### config.mk
export PLATFORM = sky130hd
export DESIGN_NAME = rx_frame_buffer
export DESIGN_NICKNAME = d
export VERILOG_FILES = /design/src/rtl/rx_frame_buffer_pkg.sv /design/src/rtl/rx_frame_buffer_crc_a.sv /design/src/rtl/rx_frame_buffer.sv
export SDC_FILE = /design/constraint.sdc
export NUM_CORES = 1
export LEC_CHECK = 0
export ABC_CLOCK_PERIOD_IN_PS = 4950
export CORE_MARGIN = 2
export CORE_UTILIZATION = 35
export CTS_CLUSTER_SIZE = 30
export DETAILED_ROUTE_END_ITERATION = 12
export SYNTH_ARGS = -nofsm -noshare
export SYNTH_HDL_FRONTEND = slang
export SYNTH_HIERARCHICAL = 1
export SYNTH_SLANG_ARGS = --single-unit
### constraint.sdc
create_clock -name clk -period 4.95 [get_ports clk]
set_input_delay 0.495 -clock clk [delete_from_list [all_inputs] [get_ports clk]]
set_output_delay 0.495 -clock clk [all_outputs]
set_load 0.1 [all_outputs]
### src/rtl/rx_frame_buffer_pkg.sv
// Shared ISO14443A definitions for the receive path: CRC_A constants, the CRC_A
// byte-update function (also used by the TX CRC generator) and the frame-buffer
// FSM state type.
package rx_frame_buffer_pkg;

  localparam logic [15:0] CRC_A_INIT           = 16'h6363;
  localparam logic [15:0] CRC_A_POLY_REFLECTED = 16'h8408;

  typedef enum logic [1:0] {
    StIdle,
    StRx,
    StDrain
  } rx_state_e;

  // One CRC_A byte step: reflected polynomial, data consumed LSB first.
  function automatic logic [15:0] crc_a_byte(input logic [15:0] crc, input logic [7:0] data);
    logic [15:0] c;
    c = crc ^ {8'h00, data};
    for (int i = 0; i < 8; i++) begin
      c = c[0] ? ((c >> 1) ^ CRC_A_POLY_REFLECTED) : (c >> 1);
    end
    return c;
  endfunction

endpackage

### src/rtl/rx_frame_buffer_crc_a.sv
// Combinational CRC_A byte update.
//   crc_i  : current CRC register
//   data_i : byte to fold in (LSB first on air)
//   crc_o  : updated CRC
module rx_frame_buffer_crc_a
  import rx_frame_buffer_pkg::*;
(
  input  logic [15:0] crc_i,
  input  logic [7:0]  data_i,
  output logic [15:0] crc_o
);

  assign crc_o = crc_a_byte(crc_i, data_i);

endmodule

### src/rtl/rx_frame_buffer.sv
// Single-frame receive store behind frame_decode. Captures one PCD frame, runs
// CRC_A over the complete bytes, reports frame status on end of comms and then
// streams the stored bytes out over valid/ready.
//   clk, rst_n          : carrier clock, async active-low reset
//   fd_*                : soc/eoc/data/error pulses from frame_decode
//   rx_frame_valid      : one-tick pulse when the rx_* status outputs update
//   rx_len_bytes ..     : status of the last completed frame
//   out_* / out_ready   : byte stream of the stored frame
module rx_frame_buffer
  import rx_frame_buffer_pkg::*;
#(
  parameter int unsigned BUFFER_BYTES = 32
) (
  input  logic                                  clk,
  input  logic                                  rst_n,
  input  logic                                  fd_soc,
  input  logic                                  fd_eoc,
  input  logic [7:0]                            fd_data,
  input  logic [2:0]                            fd_data_bits,
  input  logic                                  fd_data_valid,
  input  logic                                  fd_sequence_error,
  input  logic                                  fd_parity_error,
  output logic                                  rx_frame_valid,
  output logic [$clog2(BUFFER_BYTES+1)-1:0]     rx_len_bytes,
  output logic [2:0]                            rx_last_bits,
  output logic                                  rx_crc_ok,
  output logic                                  rx_error,
  output logic                                  rx_overflow,
  output logic [7:0]                            out_data,
  output logic [2:0]                            out_last_bits,
  output logic                                  out_last,
  output logic                                  out_valid,
  input  logic                                  out_ready
);

  localparam int unsigned LenW  = $clog2(BUFFER_BYTES + 1);
  localparam int unsigned AddrW = (BUFFER_BYTES > 1) ? $clog2(BUFFER_BYTES) : 1;
  localparam logic [LenW-1:0] MaxPtr = LenW'(BUFFER_BYTES);

  rx_state_e state_q, state_d;

  logic [LenW-1:0] wr_ptr_q, wr_ptr_d;
  logic [LenW-1:0] rd_ptr_q, rd_ptr_d;
  logic            partial_q, partial_d;
  logic [2:0]      last_bits_q, last_bits_d;
  logic            err_q, err_d;
  logic            ovf_q, ovf_d;
  logic [15:0]     crc_q, crc_d;
  logic [15:0]     crc_upd;

  logic            frame_valid_q, frame_valid_d;
  logic [LenW-1:0] len_q, len_d;
  logic [2:0]      st_last_bits_q, st_last_bits_d;
  logic            crc_ok_q, crc_ok_d;
  logic            st_error_q, st_error_d;
  logic            st_ovf_q, st_ovf_d;
  logic            out_valid_q, out_valid_d;

  logic [7:0]      mem_q [BUFFER_BYTES];
  logic            mem_we;
  logic [LenW-1:0] full_bytes;
  logic            last_beat;
  logic            xfer;

  rx_frame_buffer_crc_a u_crc_a (
    .crc_i  (crc_q),
    .data_i (fd_data),
    .crc_o  (crc_upd)
  );

  assign xfer      = out_valid_q && out_ready;
  assign last_beat = out_valid_q && (rd_ptr_q == (len_q - LenW'(1)));

  // State register
  always_ff @(posedge clk or negedge rst_n) begin
    if (!rst_n) begin
      state_q <= StIdle;
    end else begin
      state_q <= state_d;
    end
  end

  // Next-state logic
  always_comb begin
    state_d = state_q;
    if (fd_soc) begin
      state_d = StRx;
    end else begin
      unique case (state_q)
        StRx:    if (fd_eoc) state_d = (wr_ptr_d != '0) ? StDrain : StIdle;
        StDrain: if (xfer && last_beat) state_d = StIdle;
        default: ;
      endcase
    end
  end

  // Datapath next-state: capture, CRC, status latch and read pointer
  always_comb begin
    wr_ptr_d       = wr_ptr_q;
    rd_ptr_d       = rd_ptr_q;
    partial_d      = partial_q;
    last_bits_d    = last_bits_q;
    err_d          = err_q;
    ovf_d          = ovf_q;
    crc_d          = crc_q;
    frame_valid_d  = 1'b0;
    len_d          = len_q;
    st_last_bits_d = st_last_bits_q;
    crc_ok_d       = crc_ok_q;
    st_error_d     = st_error_q;
    st_ovf_d       = st_ovf_q;
    out_valid_d    = out_valid_q;
    mem_we         = 1'b0;
    full_bytes     = '0;

    if (fd_soc) begin
      wr_ptr_d    = '0;
      partial_d   = 1'b0;
      err_d       = 1'b0;
      ovf_d       = 1'b0;
      crc_d       = CRC_A_INIT;
      out_valid_d = 1'b0;
    end else begin
      unique case (state_q)
        StRx: begin
          if (fd_data_valid) begin
            if (partial_q) begin
              // A partial byte must be the last one of a frame
              err_d = 1'b1;
            end else begin
              if (wr_ptr_q < MaxPtr) begin
                mem_we   = 1'b1;
                wr_ptr_d = wr_ptr_q + LenW'(1);
              end else begin
                ovf_d = 1'b1;
              end
              if (fd_data_bits == 3'd0) begin
                crc_d = crc_upd;
              end else begin
                partial_d   = 1'b1;
                last_bits_d = fd_data_bits;
              end
            end
          end
          if (fd_sequence_error || fd_parity_error) err_d = 1'b1;

          // Finalise on the already-updated values so same-cycle data counts
          if (fd_eoc) begin
            full_bytes     = wr_ptr_d - LenW'(partial_d);
            frame_valid_d  = 1'b1;
            len_d          = wr_ptr_d;
            st_last_bits_d = partial_d ? last_bits_d : 3'd0;
            crc_ok_d       = (crc_d == 16'h0000) && !partial_d && !ovf_d &&
                             (32'(full_bytes) >= 32'd3);
            st_error_d     = err_d;
            st_ovf_d       = ovf_d;
            if (wr_ptr_d != '0) begin
              rd_ptr_d    = '0;
              out_valid_d = 1'b1;
            end
          end
        end
        StDrain: begin
          if (xfer) begin
            if (last_beat) out_valid_d = 1'b0;
            else           rd_ptr_d    = rd_ptr_q + LenW'(1);
          end
        end
        default: ;
      endcase
    end
  end

  always_ff @(posedge clk or negedge rst_n) begin
    if (!rst_n) begin
      wr_ptr_q       <= '0;
      rd_ptr_q       <= '0;
      partial_q      <= 1'b0;
      last_bits_q    <= 3'd0;
      err_q          <= 1'b0;
      ovf_q          <= 1'b0;
      crc_q          <= CRC_A_INIT;
      frame_valid_q  <= 1'b0;
      len_q          <= '0;
      st_last_bits_q <= 3'd0;
      crc_ok_q       <= 1'b0;
      st_error_q     <= 1'b0;
      st_ovf_q       <= 1'b0;
      out_valid_q    <= 1'b0;
    end else begin
      wr_ptr_q       <= wr_ptr_d;
      rd_ptr_q       <= rd_ptr_d;
      partial_q      <= partial_d;
      last_bits_q    <= last_bits_d;
      err_q          <= err_d;
      ovf_q          <= ovf_d;
      crc_q          <= crc_d;
      frame_valid_q  <= frame_valid_d;
      len_q          <= len_d;
      st_last_bits_q <= st_last_bits_d;
      crc_ok_q       <= crc_ok_d;
      st_error_q     <= st_error_d;
      st_ovf_q       <= st_ovf_d;
      out_valid_q    <= out_valid_d;
    end
  end

  // Frame store, deliberately not reset
  always_ff @(posedge clk) begin
    if (mem_we) mem_q[wr_ptr_q[AddrW-1:0]] <= fd_data;
  end

  // Outputs; stream fields are gated so they read zero when nothing is offered
  always_comb begin
    rx_frame_valid = frame_valid_q;
    rx_len_bytes   = len_q;
    rx_last_bits   = st_last_bits_q;
    rx_crc_ok      = crc_ok_q;
    rx_error       = st_error_q;
    rx_overflow    = st_ovf_q;
    out_valid      = out_valid_q;
    out_last       = last_beat;
    out_data       = out_valid_q ? mem_q[rd_ptr_q[AddrW-1:0]] : 8'h00;
    out_last_bits  = last_beat ? st_last_bits_q : 3'd0;
  end

endmodule

==> run_results.csv, run 1 <==
group,metric,value,unit
run_status,run_status,"completed",
power_and_ir_drop,power_density,411.9,mW/mm2
job,max-cap-violations,0,
synthesis,synth_area,0.01329,mm2
routing,via_per_inst,5.263,
clock_network,cts_resized,0,
clock_network,root_buffer,"clkbuf_16",
die,die_h,198.8,um
place,dp.cells,1311,
clock_network,clockBufferDepth,3,
die,die_w,198.8,um
synthesis,seq_area_frac_synth,0.6736,
clock_network,cts_tree,"done",
critical_path,critical_path_class,"reg2out",
timing,finalSetupViolCount,0,
global_route,grt_max_degree,51,
global_route,grt_pass1_wl,46850,um
routing,drt_iter0_drc,731,
layout,final_common_cell,"edfxtp_1",
layout,diodes,0,
synthesis,synth.avg_cell_area,17.01,um2
die,rows,71,
synthesis,postSynthCellCount,781,
clock_network,htreeDepth,1,
timing,worst_slew_pin_slew,1.093,ns
die,num_io_pins,45,
critical_path,cp.required,4.45,ns
power_and_ir_drop,power,6.300,mW
synthesis,async_reset_ff_frac,0.1634,
layout,synthToLayoutAreaGrowth,15.13,%
synthesis,synth_flop_cell,"edfxtp_1",
clock_network,cts_setup_buffers,0,
global_route,grt-ovfl-total,0,
timing,clock.fmax,226.1,MHz
layout,layout-drive-gt1-share,0.2126,
timing,clock_skew,0.03721,ns
routing,drc,0,
place,place.gp.congestion,0.7788,
routing,wl,30660,um
critical_path,critPathCaptureType,"output port",
timing,fin_ws,0.5265,ns
routing,detail-route-antenna-nets,0,
place,io_buffers,44,
critical_path,start_kind,"flop",
critical_path,r2r_cells,7,
timing,slew_viol_final,0,
place,place_area,0.01430,mm2
worst_hold_path,hold_class,"in2async",
place,dp_slack,1.044,ns
layout,final_cell_mix,"edfxtp_1, mux4_2, nand2_1",
synthesis,synth_fp_nets,811,
timing,fin_crit_sh,0.8936,
global_route,grt_pass1_vias,7202,
timing,maxSlewHeadroom,0.2685,
die,core-area,0.03749,mm2
routing,firstDrtPassIters,5,
power_and_ir_drop,p_leak,4.990,nW
clock_network,holdBufCountCts,0,
critical_path,critPathMaxFanout,41,
clock_network,numCtsBuffers,30,
power_and_ir_drop,ir_worst_vdd,0.0004051,V
die,initial_core_util,0.3544,
timing,totalNegativeSetupSlack,0,ns
clock_network,worstSkewPairLatency,0.58,ns
synthesis,synth_edf_count,256,
synthesis,synthDistinctLibCells,66,
timing,hold_violations,0,
layout,final_util,0.4080,
clock_network,clk_pin_slew,0.06,ns
clock_network,clkSinkCount,306,
timing,timing.hold.ws,0.05904,ns
routing,vias,7194,
layout,design_area,0.01530,mm2
synthesis,ys_ff_latch,306,
critical_path,crit_arrival,3.93,ns
global_route,antenna_found_initial,1,
layout,nets,862,
layout,finalNonFillerCells,1367,
place,dpl.hpwl,19860,um
synthesis,ys_warn_count,6,
routing,wl_per_cell,22.43,um
timing,min_period,4.423,ns
global_route,grt_usage,0.1597,
timing,rsz0062_at_grt,"no",
die,fp.dieArea,0.03953,mm2
flip-flops by register name, indices dropped and copies added (netlist names), 2 cells and up:
name / flops
mem_q: 256
crc_q: 16
rd_ptr_q: 6
rx_len_bytes: 6
wr_ptr_q: 6
last_bits_q: 3
rx_last_bits: 3
state_q: 2
cell families (layout without fill, tap and decap cells):
family,count (synthesis),after routing,share of synthesized area
AOI/OAI and AO/OA,71,71,0.03532
buffers and inverters,62,137,0.01940
xor gates and xnor gates,40,40,0.03946
DFF,306,306,0.6736
and+or+nand+nor,200,200,0.07798
adders and majority gates,11,11,0.01036
muxes,91,91,0.1439
per-layer routing:
metal | track usage | vias to the layer above | share of wire
met3 | 0.02848 | 29 | 0.072
met5 | 0 | - | 0
met2 | 0.2409 | 268 | 0.45
met4 | 0.02792 | 0 | 0.012
met1 | 0.2443 | 3732 | 0.46
li1 | - | 3165 | -
worst max-delay path, stage by stage, from the launching register on:
cell and delay (ns):
dfrtp_4 0.92, mux4_2 0.61, mux4_2 0.47, mux2i_1 0.29, nor2b_1 0.09, clkdlybuf4s50_1 0.97
cells in the mapped netlist (all sizes together), types with 3 or more instances:
master	instances	area (um2)
mux4	80	1802
nor3	12	60.06
edfxtp	256	7687
and2	4	25.03
xor3	4	98.85
xor2	9	78.83
nand2	58	217.7
ha	11	137.6
inv	17	63.81
nand2b	4	25.02
mux2i	11	110.1
and3	4	25.02
a211oi	3	22.52
xnor3	5	112.6
a311o	3	32.53
clkbuf	30	112.6
o21ai	19	95.09
nand3	14	70.07
a22o	4	35.03
dfstp	8	210.2
nand3b	14	105.1
dfrtp	42	1051
nand4	3	18.77
nor2b	12	75.07
nor2	44	165.2
xnor2	22	234.0
a22oi	3	22.52
buf	15	81.33
nor4	12	96.34
a21oi	19	95.09
or3	7	43.79
o211ai	3	22.52
power by group:
| group | switching (mW) | internal, mW | leakage [nW] |
|---|---|---|---|
| Clock | 0.984 | 1.29 | 0.476 |
| Sequential | 0.102 | 2.86 | 2.95 |
| Combinational | 0.681 | 0.381 | 1.57 |
| Total | 1.77 | 4.53 | 4.99 |
path summary, 6_finish.rpt:
kind | startpoint | endpoint | slack [ns]
hold / removal | rst_n | rx_len_bytes[3] | 0.06
min in group clk | rx_error | rx_error | 0.49
hold reg to reg | rx_error | rx_error | 0.49
setup / recovery | rd_ptr_q[0] | out_data[3] | 0.53
max in group asynchronous | rst_n | rd_ptr_q[0] | 4.39
setup reg to reg | rd_ptr_q[1] | rd_ptr_q[0] | 1.71
cell type report:
cell class              count  area (um2)
well taps                 511       639.4
repair buffers             64       558.0
inverters                  17       63.81
clock inverters            21       216.5
fillers                  3398       22190
multi-input cells         413        4085
flip-flops and latches    306        8954
clock buffers              35       779.5
No activity file was read; power rests on OpenSTA's default activity.
==> run 2: changes to the inputs <==
Settings changed: GPL_TIMING_DRIVEN set to 0, TNS_END_PERCENT set to 50.
==> run 2 against run 1 <==
- largest power group unchanged
- global-route usage down 0.96 points
- via count down 0.56%
- clock skew down 0.022 ns
- power up 1.7%
- sequential share of layout area down 0.61 points
- register-to-register slack worse by 0.09 ns
- die area unchanged
- critical path depth up 3
==> run_results.csv, run 2 (synthesis gave the netlist of run 1 again) <==
group,metric,value,unit
run_status,run_status,"completed",
timing,maxSlewHeadroom,0.09601,
power_and_ir_drop,p_leak,5.068,nW
timing,rsz0062_at_grt,"no",
routing,drt_iter0_drc,525,
critical_path,cp_cell_sequence,"buf_2 -> clkbuf_1 -> buf_1 -> mux4_2 -> mux4_2 -> mux2i_1 -> nor2b_1 -> dlygate4sd2_1",
clock_network,cts_tree,"done",
layout,layout-drive-gt1-share,0.1926,
critical_path,slowest_stage,"dlygate4sd2_1",
routing,wl_per_cell,20.82,um
critical_path,crit_buf_inv,4,
timing,clock_skew,0.01557,ns
routing,drc,0,
timing,min_period,4.694,ns
global_route,grt_max_degree,35,
layout,final_common_cell,"edfxtp_1",
global_route,grt_pass1_wl,44520,um
die,die_w,198.8,um
die,core-area,0.03749,mm2
layout,diodes,0,
critical_path,start_kind,"flop",
die,fp.dieArea,0.03953,mm2
layout,largest_reg_flops,256,
die,die_h,198.8,um
clock_network,root_buffer,"clkbuf_16",
power_and_ir_drop,power_density,414.7,mW/mm2
global_route,met1_usage,0.2152,
layout,final_cell_mix,"edfxtp_1, mux4_2, nand2_1",
timing,worst_slew_pin_slew,1.352,ns
global_route,grt_pass1_vias,7238,
critical_path,crit_arrival,4.20,ns
timing,fin_crit_sh,0.9482,
critical_path,critPathMaxFanout,10,
die,num_io_pins,45,
global_route,grt_usage,0.1501,
routing,via_per_inst,5.114,
timing,finalSetupViolCount,0,
place,dp.cells,1339,
die,initial_core_util,0.3544,
layout,synthToLayoutAreaGrowth,16.27,%
power_and_ir_drop,ir_worst_vdd,0.0003073,V
worst_hold_path,hold_class,"in2async",
timing,timing.hold.ws,0.4164,ns
clock_network,clk_pin_slew,0.06,ns
critical_path,critPathCaptureType,"output port",
layout,multi_input_area,0.004091,mm2
place,io_buffers,44,
critical_path,cp_common_cell,"mux4_2",
layout,design_area,0.01545,mm2
clock_network,numCtsBuffers,31,
place,dpl.hpwl,19620,um
global_route,grt-busiest-layer,"met2",
layout,fill_cells,3439,
timing,hold_violations,0,
clock_network,htreeDepth,1,
job,max-cap-violations,0,
timing,clock.fmax,213.1,MHz
layout,nets,893,
global_route,grt-ovfl-total,0,
layout,final-seq-area,0.008949,mm2
critical_path,reg2reg_from,"state_q[1]",
routing,firstDrtPassIters,5,
timing,slew_viol_final,0,
critical_path,cp.required,4.45,ns
global_route,antenna_found_initial,0,
critical_path,crit_family,"buffers and inverters",
routing,wl,29120,um
place,place.gp.congestion,0.8445,
critical_path,critPathLaunch,"rd_ptr_q[1]",
layout,finalNonFillerCells,1399,
routing,vias,7154,
clock_network,clockBufferDepth,3,
die,rows,71,
clock_network,clkSinkCount,306,
timing,totalNegativeSetupSlack,0,ns
critical_path,critical_path_class,"reg2out",
clock_network,worstSkewPairLatency,0.58,ns
routing,detail-route-antenna-nets,0,
global_route,met2_usage,0.2328,
critical_path,slowest_delay,0.60,ns
global_route,met3_usage,0.03442,
place,place_area,0.01441,mm2
## run 2: worst paths after layout
kind | endpoint | slack (ns) | cells after the start
max | out_data[2] | 0.26 | 8
min in group clk | rx_error | 0.49 | 2
max reg2reg | mem_q[13][4] | 1.62 | 7
min | rx_len_bytes[2] | 0.42 | 2
min reg2reg | rx_error | 0.49 | 2
max in group asynchronous | crc_q[5] | 3.92 | 3
## run 2: metal layers
metal  wire [um]  share of wire
met1       13330           0.46
met2       13230           0.45
met3        1912          0.066
met4         651          0.022
met5           0              0
## run 2: final cells by class
type                            count  area share
Sequential cell                   306      0.5793
Clock buffer                       39     0.05475
Timing Repair Buffer               49     0.03062
Multi-Input combinational cell    413      0.2649
Tap cell                          511     0.04139
Buffer                             45     0.01255
Inverter                           17    0.004131
Clock inverter                     19     0.01239
## run 2: power by group
part / switching [mW] / internal [mW] / total [mW]
combinational: 0.743 / 0.386 / 1.13
clock: 0.990 / 1.37 / 2.36
sequential: 0.0558 / 2.86 / 2.92
total: 1.79 / 4.62 / 6.41
## run 2: what timing repair did
action | CTS | global route
setup endpoints to repair | 8 | 0
gates resized for setup | 8 | 0
hold buffers | 1 | 0
setup buffers | 0 | 0
endpoints found under the hold margin | 18 | 0
## run 2: worst register-to-register path, cell delays in order (launching register included)
cell      delay (ns)
dfrtp_1         0.38
inv_1           0.07
ha_1            0.17
clkbuf_1        0.39
nand2b_1        0.28
nor2_1          0.27
nand2_1         0.34
nor3_1          1.05
## run 2: per-stage QoR
step	worst slack [ns]	util	total power, mW
2_1_floorplan	1.423	-	3.783
4_1_cts	0.2765	0.4120	6.468
6_report	0.2565	0.4121	6.406
3_3_place_gp	0.5030	0.3832	4.102
5_1_grt	0.1111	0.4121	6.631
3_5_place_dp	0.5101	0.3843	4.118
==> run 3: changes to the inputs <==
Settings changed: CORE_UTILIZATION 35 to 45.
==> run 3 against run 2 <==
- combinational power hardly changed
- final area decreased by 0.79%
- non-clock buffer count is 1 higher
- sequential cell count stayed put
- count of clock-buffer cells in the layout grew 1
- hold slack gained 0.050 ns
- utilization is 12 points higher
- die area is 22% lower
- largest power group unchanged
- clock power is 3% higher
- via count up 2.2%
- fmax down 1.5%
- global-route usage rose by 5.2 points
==> run_results.csv, run 3 (synthesis gave the netlist of run 1 again) <==
group,metric,value,unit
timing,fin_crit_sh,0.9625,
global_route,antenna_found_initial,0,
timing,timing.hold.ws,0.4662,ns
timing,clock.fmax,209.9,MHz
layout,synthToLayoutAreaGrowth,15.35,%
place,place_area,0.01425,mm2
power_and_ir_drop,power.internal,4.716,mW
power_and_ir_drop,power_density,423.0,mW/mm2
global_route,grt_max_degree,35,
run_status,run_status,"completed",
global_route,grt_usage,0.2026,
timing,min_period,4.764,ns
place,io_buffers,44,
routing,via_per_inst,5.751,
critical_path,critPathMaxFanout,10,
clock_network,htreeDepth,1,
die,initial_core_util,0.4604,
routing,detail-route-antenna-nets,0,
timing,rsz0062_at_grt,"no",
die,fp.dieArea,0.03091,mm2
global_route,grt-ovfl-total,0,
layout,finalNonFillerCells,1271,
critical_path,regToRegSetupSlack,1.58,ns
die,rows,62,
timing,hold_violations,0,
clock_network,clk_pin_slew,0.07,ns
routing,wl_per_cell,23.97,um
place,dp.cells,1212,
critical_path,rr_endpoint,"mem_q[14][2]",
layout,design_area,0.01532,mm2
timing,finalSetupViolCount,0,
layout,largest_reg_flops,256,
critical_path,reg2reg_from,"state_q[1]",
place,dpl.hpwl,20650,um
clock_network,clkSinkCount,306,
clock_network,numCtsBuffers,31,
power_and_ir_drop,swShare,0.2725,
clock_network,root_buffer,"clkbuf_16",
timing,clock_skew,0.01121,ns
power_and_ir_drop,pwr-share-comb,0.176,
power_and_ir_drop,power_frac_seq,0.450,
power_and_ir_drop,p_sw,1.766,mW
routing,vias,7310,
critical_path,start_kind,"flop",
clock_network,cts_setup_buffers,0,
global_route,grt_pass1_wl,46860,um
critical_path,crit_arrival,4.27,ns
job,max-cap-violations,0,
critical_path,critical_path_class,"reg2out",
worst_hold_path,hold_class,"in2async",
layout,final_util,0.5310,
layout,nets,894,
die,die_w,175.8,um
timing,slew_viol_final,0,
layout,final_common_cell,"edfxtp_1",
die,core-area,0.02886,mm2
clock_network,worstSkewPairLatency,0.56,ns
power_and_ir_drop,power,6.482,mW
clock_network,cts_tree,"done",
clock_network,clockBufferDepth,3,
routing,wl,30470,um
layout,layout-drive-gt1-share,0.1860,
routing,firstDrtPassIters,7,
critical_path,r2r_cells,7,
power_and_ir_drop,clockPowerShare,0.374,
power_and_ir_drop,ir_worst_vdd,0.0003518,V
routing,drt_iter0_drc,725,
global_route,grt_pass1_vias,7597,
power_and_ir_drop,p_leak,5.071,nW
timing,worst_slew_pin_slew,1.304,ns
place,place.gp.congestion,0.8938,
place,dp_slack,0.3773,ns
layout,diodes,0,
critical_path,cp.required,4.45,ns
die,num_io_pins,45,
timing,fin_ws,0.1858,ns
critical_path,critPathCaptureType,"output port",
die,die_h,175.8,um
timing,totalNegativeSetupSlack,0,ns
layout,final_cell_mix,"edfxtp_1, mux4_2, nand2_1",
routing,drc,0,
timing,maxSlewHeadroom,0.1276,
[run 3: cell types whose count changed in the layout (fill, tap and decap cells not counted)]
cell and delta:
inv_8 +1, bufinv_16 +3, clkinv_2 -5, clkdlybuf4s50_1 +1, clkinv_1 -1, buf_2 -1, inv_6 +2, clkbuf_8 -4
clkbuf_1 +5, inv_16 -1, clkinv_4 -2, buf_8 +1
[run 3: area by class of cell]
type / count / area [um2]
plain buffers: 45 / 193.9
repair buffers: 50 / 493.0
fillers: 2359 / 13530
clock inverters: 16 / 244.0
clock buffers: 40 / 809.5
inverters: 17 / 63.81
well taps: 384 / 480.5
multi-input cells: 413 / 4091
flip-flops and latches: 306 / 8949
[run 3: how the worst max path moves through the flow]
stage | from | to | depth (start not counted)
after floorplan | rd_ptr_q[1] | out_data[0] | 7
after global placement | rd_ptr_q[1] | out_data[3] | 8
after detailed placement | rd_ptr_q[1] | out_data[5] | 8
after CTS | rd_ptr_q[1] | out_data[3] | 8
after global routing | rd_ptr_q[1] | out_data[3] | 8
final | rd_ptr_q[1] | out_data[3] | 8
[run 3: power groups by stage]
stage | Combinational, mW | Clock [mW] | Sequential [mW]
after floorplan | 0.650 | 0 | 3.13
after global placement | 1.13 | 0 | 2.97
after detailed placement | 1.15 | 0 | 2.97
after CTS | 1.14 | 2.46 | 2.92
after global routing | 1.21 | 2.57 | 2.93
final | 1.14 | 2.42 | 2.92
[run 3: what timing repair did]
action                                 in CTS  in global routing
endpoints found under the hold margin      21                  0
hold buffers                                1                  0
setup endpoints to repair                   8                  0
resized for setup                           8                  0
[run 3: worst max-delay path: stages, from the launching register on]
cell           delay, ns
dfrtp_1             0.35
buf_2               0.27
clkbuf_1            0.64
buf_1               0.60
mux4_2              0.45
mux4_2              0.54
mux2i_1             0.16
nor2b_1             0.08
dlygate4sd2_1       0.60
[run 3: per-layer routing]
| metal | wire length (um) | GRT usage |
|---|---|---|
| met1 | 13670 | 0.2949 |
| met2 | 14460 | 0.3268 |
| met3 | 1608 | 0.02749 |
| met4 | 731 | 0.04959 |
| met5 | 0 | 0.006410 |
